File: config.mk
export PLATFORM = sky130hd
export DESIGN_NAME = alu_arbiter
export DESIGN_NICKNAME = d
export VERILOG_FILES = /design/src/rtl/alu_arbiter.sv
export SDC_FILE = /design/constraint.sdc
export NUM_CORES = 1
export LEC_CHECK = 0
export BUFFER_PORTS_ARGS = -buffer_cell sky130_fd_sc_hd__clkbuf_2
export CAP_MARGIN = 20
export CORE_UTILIZATION = 53
export DETAILED_ROUTE_END_ITERATION = 12
export HOLD_SLACK_MARGIN = 0.12
export PLACE_DENSITY = 0.95
export SYNTH_ARGS = -nofsm -noshare
export SYNTH_HDL_FRONTEND = slang
export SYNTH_SLANG_ARGS = --single-unit
File: constraint.sdc
create_clock -name clk -period 3.5 [get_ports clk]
set_input_delay 0.35 -clock clk [delete_from_list [all_inputs] [get_ports clk]]
set_output_delay 0.35 -clock clk [all_outputs]
set_load 0.02 [all_outputs]
File: src/rtl/alu_arbiter.sv
// Round-robin arbiter sharing one multi-cycle ALU between two requesters.
// The ALU is driven with A (with BEGIN), then B, and then waits for END or a timeout.
module alu_arbiter #(
  parameter int WIDTH   = 8,
  parameter int TIMEOUT = 200
) (
  input  logic             clk,
  input  logic             reset,
  input  logic             req0,
  input  logic [1:0]       op0,
  input  logic [WIDTH-1:0] a0,
  input  logic [WIDTH-1:0] b0,
  input  logic             req1,
  input  logic [1:0]       op1,
  input  logic [WIDTH-1:0] a1,
  input  logic [WIDTH-1:0] b1,
  output logic             gnt0,
  output logic             done0,
  output logic [WIDTH-1:0] res0,
  output logic             err0,
  output logic             gnt1,
  output logic             done1,
  output logic [WIDTH-1:0] res1,
  output logic             err1,
  output logic             alu_begin,
  output logic [1:0]       alu_op_code,
  output logic [WIDTH-1:0] alu_inbus,
  input  logic [WIDTH-1:0] alu_outbus,
  input  logic             alu_end,
  output logic             busy
);

  localparam int CW = ($clog2(TIMEOUT + 1) > 8) ? $clog2(TIMEOUT + 1) : 8;

  typedef enum logic [2:0] {IDLE, SEND_A, SEND_B, WAIT, RESP} state_t;

  state_t                  state_q, state_d;
  logic                    ptr_q, ptr_d;
  logic                    owner_q, owner_d;
  logic [1:0]              op_q, op_d;
  logic [WIDTH-1:0]        a_q, a_d, b_q, b_d;
  logic [CW-1:0]           cnt_q, cnt_d;
  logic                    timeout;
  logic                    winner;
  logic [1:0]              gnt_q, gnt_d, done_q, done_d, err_q, err_d;
  logic [1:0][WIDTH-1:0]   res_q, res_d;
  logic                    begin_q, begin_d;
  logic [1:0]              opc_q, opc_d;
  logic [WIDTH-1:0]        inbus_q, inbus_d;
  logic                    busy_q, busy_d;

  // A lone request wins outright; the pointer only breaks a tie.
  assign winner = req1 && (!req0 || ptr_q);

  // NOTE: asynchronous reset clears every register, so all outputs drop the moment reset goes low.
  always_ff @(posedge clk or negedge reset) begin
    if (!reset) begin
      state_q <= IDLE;
      ptr_q   <= 1'b0;
      owner_q <= 1'b0;
      op_q    <= '0;
      a_q     <= '0;
      b_q     <= '0;
      cnt_q   <= '0;
      gnt_q   <= '0;
      done_q  <= '0;
      err_q   <= '0;
      res_q   <= '0;
      begin_q <= 1'b0;
      opc_q   <= '0;
      inbus_q <= '0;
      busy_q  <= 1'b0;
    end else begin
      // NOTE: non-blocking assignments keep every register sampling pre-edge values.
      state_q <= state_d;
      ptr_q   <= ptr_d;
      owner_q <= owner_d;
      op_q    <= op_d;
      a_q     <= a_d;
      b_q     <= b_d;
      cnt_q   <= cnt_d;
      gnt_q   <= gnt_d;
      done_q  <= done_d;
      err_q   <= err_d;
      res_q   <= res_d;
      begin_q <= begin_d;
      opc_q   <= opc_d;
      inbus_q <= inbus_d;
      busy_q  <= busy_d;
    end
  end

  // NOTE: every signal gets a default first so no path through the case infers a latch.
  always_comb begin
    state_d = state_q;
    ptr_d   = ptr_q;
    owner_d = owner_q;
    op_d    = op_q;
    a_d     = a_q;
    b_d     = b_q;
    cnt_d   = '0;
    timeout = 1'b0;
    case (state_q)
      IDLE: begin
        if (req0 || req1) begin
          state_d = SEND_A;
          owner_d = winner;
          ptr_d   = ~winner;
          op_d    = winner ? op1 : op0;
          a_d     = winner ? a1  : a0;
          b_d     = winner ? b1  : b0;
        end
      end
      SEND_A: state_d = SEND_B;
      SEND_B: state_d = WAIT;
      WAIT: begin
        if (alu_end) begin
          state_d = RESP;
        end else if (cnt_q == CW'(TIMEOUT - 1)) begin
          state_d = RESP;
          timeout = 1'b1;
        end else begin
          cnt_d = cnt_q + 1'b1;
        end
      end
      RESP:    state_d = IDLE;
      default: state_d = IDLE;
    endcase
  end

  // Outputs are registered: their next values follow the next state.
  always_comb begin
    gnt_d   = '0;
    done_d  = '0;
    err_d   = err_q;
    res_d   = res_q;
    begin_d = (state_d == SEND_A);
    busy_d  = (state_d != IDLE);
    opc_d   = opc_q;
    inbus_d = inbus_q;
    if (state_q == IDLE && state_d == SEND_A) begin
      gnt_d[owner_d] = 1'b1;
      err_d[owner_d] = 1'b0;
    end
    if (state_d == SEND_A) begin
      opc_d   = op_d;
      inbus_d = a_d;
    end else if (state_d == SEND_B) begin
      inbus_d = b_q;
    end
    if (state_q == WAIT && state_d == RESP) begin
      done_d[owner_q] = 1'b1;
      if (timeout) err_d[owner_q] = 1'b1;
      else         res_d[owner_q] = alu_outbus;
    end
  end

  assign gnt0        = gnt_q[0];
  assign gnt1        = gnt_q[1];
  assign done0       = done_q[0];
  assign done1       = done_q[1];
  assign err0        = err_q[0];
  assign err1        = err_q[1];
  assign res0        = res_q[0];
  assign res1        = res_q[1];
  assign alu_begin   = begin_q;
  assign alu_op_code = opc_q;
  assign alu_inbus   = inbus_q;
  assign busy        = busy_q;

endmodule

==> run_results.csv <==
group,metric,value,unit
worst_setup_path,critPathMaxStageDelay,0.70,ns
floorplanning,die_h,69.3,um
synthesis,synth_top_area_cell,"dfrtp_1",
synthesis,syn-cell-area,2400,sq um
worst_setup_path,rrSetupSlack,1.78,ns
hold_path,hold_end,"alu_op_code[1]",
flow_run,timing.max_cap.violations,0,
pwr,pwr-share-clk,14.2,%
clocking,cts_tree,"yes",
floorplanning,start_util,55.1,%
final_layout,fin_nets,344,
synthesis,synthesis.nets,262,
status,status,"completed",
timing,worstMarginPinSlew,0.840,ns
hold_path,min_path_type,"in -> reg",
timing,fmax,582,MHz
detailed_routing,drt-wirelength-per-cell,14.3,um
synthesis,postSynthCellCount,212,
worst_setup_path,critPathKind,"reg -> reg",
timing,hold_viol,0,
timing,rsz0062_at_grt,"no",
placement,dp.final_hpwl,3680,um
global_routing,grt_overflow,0,
floorplanning,die-area,4800,sq um
worst_setup_path,slowest_stage,"o21a_1",
floorplanning,coreArea,4350,sq um
clocking,clock-sinks,55,
final_layout,stdcell_count,347,
timing,fin_crit_sh,49.1,%
timing,finalClockSkew,0.00322,ns
clocking,cts_max_path_buffers,2,
final_layout,layout_common_cells,"clkbuf_2, dfrtp_1, nand2_1, nor2_1, mux2_2",
global_routing,grt_max_degree,31,
final_layout,antenna_cells,0,
worst_setup_path,cp_max_fo,19,
clocking,cts.repair.resized,0,
timing,setup_viol,0,
hold_path,hold-path-cell-count,3,
timing,setup_tns,0,ns
synthesis,seq_area_frac_synth,57.4,%
floorplanning,row_count,24,
pwr,ir_worst_vdd,446,uV
synthesis,yosysWarnings,0,
placement,portBuffers,82,
hold_path,hold_start,"op0[1]",
pwr,p_int,0.00141,W
detailed_routing,route.final.wire_length,4970,um
synthesis,syn_avg_cell_area,11.3,sq um
placement,gp_congestion,0.833,
synthesis,synthDistinctLibCells,40,
global_routing,grt_pass1_wl,8250,um
pwr,seq_power_share,44.8,%
timing,slew_headroom,44.0,%
worst_setup_path,worstPathCellList,"o21a_1 -> nand2_1 -> a32o_1",
detailed_routing,vias,1851,
floorplanning,num_io_pins,83,
final_layout,syn_to_final_growth,21.9,%
floorplanning,die_w,69.3,um
worst_setup_path,worstRegToRegCells,3,
detailed_routing,ant_nets,0,
pwr,power_switching,0.000969,W
worst_setup_path,cp.required,3.70,ns
global_routing,antenna_found_initial,0,
clocking,cts_made_buffers,5,
final_layout,drive_above_1_share,39.0,%
synthesis,synth_top_cell_area_share,57.4,%
pwr,leakage,1.44,nW
clocking,cts_hold_buf,1,
worst_setup_path,worstSetupEndpointType,"flip-flop",
worst_setup_path,reg2reg_from,"ptr_q",
clocking,post-cts-setup-buffers,0,
pwr,power_frac_comb,40.9,%
detailed_routing,dr.pass1.iters,4,
timing,slew_viol_final,0,
worst_setup_path,r2r-end,"err_q[1]",
detailed_routing,drt_iter0_markers,116,
synthesis,synth_seq_cells,55,
worst_setup_path,critPathLaunchType,"flip-flop",
placement,placedCellCount,338,
synthesis,yosys-top-cells-area,"dfrtp_1, mux2_2, nand2_1",
pwr,p_sw_share,40.7,%
clocking,htree_levels,2,
final_layout,fill_cells,332,
clocking,cts_root_buf,"clkbuf_8",
timing,timing.final.crit_period,1.72,ns
detailed_routing,remaining_drc_errors,0,
final_layout,final_common_cell,"clkbuf_2",
global_routing,grtUsageTotal,21.8,%
global_routing,grt_pass1_vias,1840,
detailed_routing,vias_per_cell,5.33,
pwr,power_per_cell_area,815,nW/um^2
clocking,cts.clk_slew.worst_paths,0.09,ns
clocking,clock_latency,0.31,ns
worst_setup_path,worstPathArrival,1.92,ns
==> area by class of cell <==
class	instances	area [sq um]	area share (%)
repair buffers	84	428	14.6
multi-input cells	143	953	32.6
clock inverters	1	5.00	0.171
inverters	5	18.8	0.642
well taps	52	65.1	2.23
clock buffers	7	76.3	2.61
flip-flops and latches	55	1380	47.1
==> sequential cells by signal, summed over array words and instances (netlist names) <==
register	flops
busy	1
alu_inbus	8
owner_q	1
ptr_q	1
alu_op_code	2
state_q	3
err_q	2
cnt_q	8
done_q	2
b_q	8
res0	8
res1	8
alu_begin	1
gnt_q	2
==> worst max-delay path by stage <==
| stage | cells past startpoint | end | startpoint |
|---|---|---|---|
| after floorplan | 4 | res0[0] | state_q[2] |
| after global placement | 5 | err_q[1] | req0 |
| after detailed placement | 5 | err_q[1] | req0 |
| after CTS | 3 | err_q[1] | ptr_q |
| after global routing | 3 | err_q[1] | ptr_q |
| final | 3 | err_q[1] | ptr_q |
==> power by group through the flow <==
stage          clock, W  combinational (W)  sequential, W
2_1_floorplan         0           0.000492        0.00125
3_3_place_gp          0           0.000948        0.00106
3_5_place_dp          0           0.000985        0.00108
4_1_cts        0.000345           0.000986        0.00107
5_1_grt        0.000367            0.00106        0.00110
6_report       0.000340           0.000976        0.00107
==> cell families (layout without fill, tap and decap cells) <==
logic type / Yosys count / after routing / synth area share [%]
xor+xnor: 5 / 5 / 1.83
buf+inv: 14 / 97 / 2.82
flops: 55 / 55 / 57.4
fa+ha+maj: 1 / 1 / 0.522
simple gates: 72 / 72 / 15.3
compound gates: 41 / 41 / 11.2
mux: 24 / 24 / 10.9
==> synth_stat cells, drive strengths merged <==
master  number
and2         2
nor4b        1
inv          5
o31ai        1
dfrtp       55
nand3        3
mux2i        8
nor3         4
ha           1
nor2        23
and3b        1
and4         1
mux2        16
and3         1
a31oi       12
or4b         1
a22oi        8
nand2b       2
a21oi        4
or2          1
o21ai       11
nand2       31
xnor2        3
o22ai        1
a32o         1
xor2         2
buf          7
o21a         3
clkbuf       2
nor2b        1
==> layer usage <==
| layer | GRT usage (%) | vias to the layer above | share of wire, % |
|---|---|---|---|
| met5 | 0 | - | 0 |
| met2 | 37.6 | 75 | 50 |
| met4 | 8.62 | 0 | 1.4 |
| met1 | 27.0 | 861 | 43 |
| met3 | 4.36 | 6 | 5.5 |
| li1 | - | 909 | - |
==> critical path, delay by kind of cell, from the launching register on <==
family	cells	cell delay [ns]
flip-flops	1	0.44
AO/OA/AOI/OAI	2	0.96
AND/OR/NAND/NOR	1	0.21
==> per-stage QoR <==
stage / setup slack [ns] / hold slack, ns / utilization (%) / area (sq um) / total power [W]
2_1_floorplan: 2.06 / 0.0544 / - / 2400 / 0.00174
3_3_place_gp: 1.67 / 0.379 / 65.0 / 2830 / 0.00201
3_5_place_dp: 1.62 / 0.400 / 65.0 / 2830 / 0.00206
4_1_cts: 1.79 / 0.260 / 67.1 / 2920 / 0.00240
5_1_grt: 1.66 / 0.266 / 67.1 / 2920 / 0.00253
6_report: 1.78 / 0.268 / 67.1 / 2920 / 0.00238
Note: power is estimated with default switching activity, not from simulation.
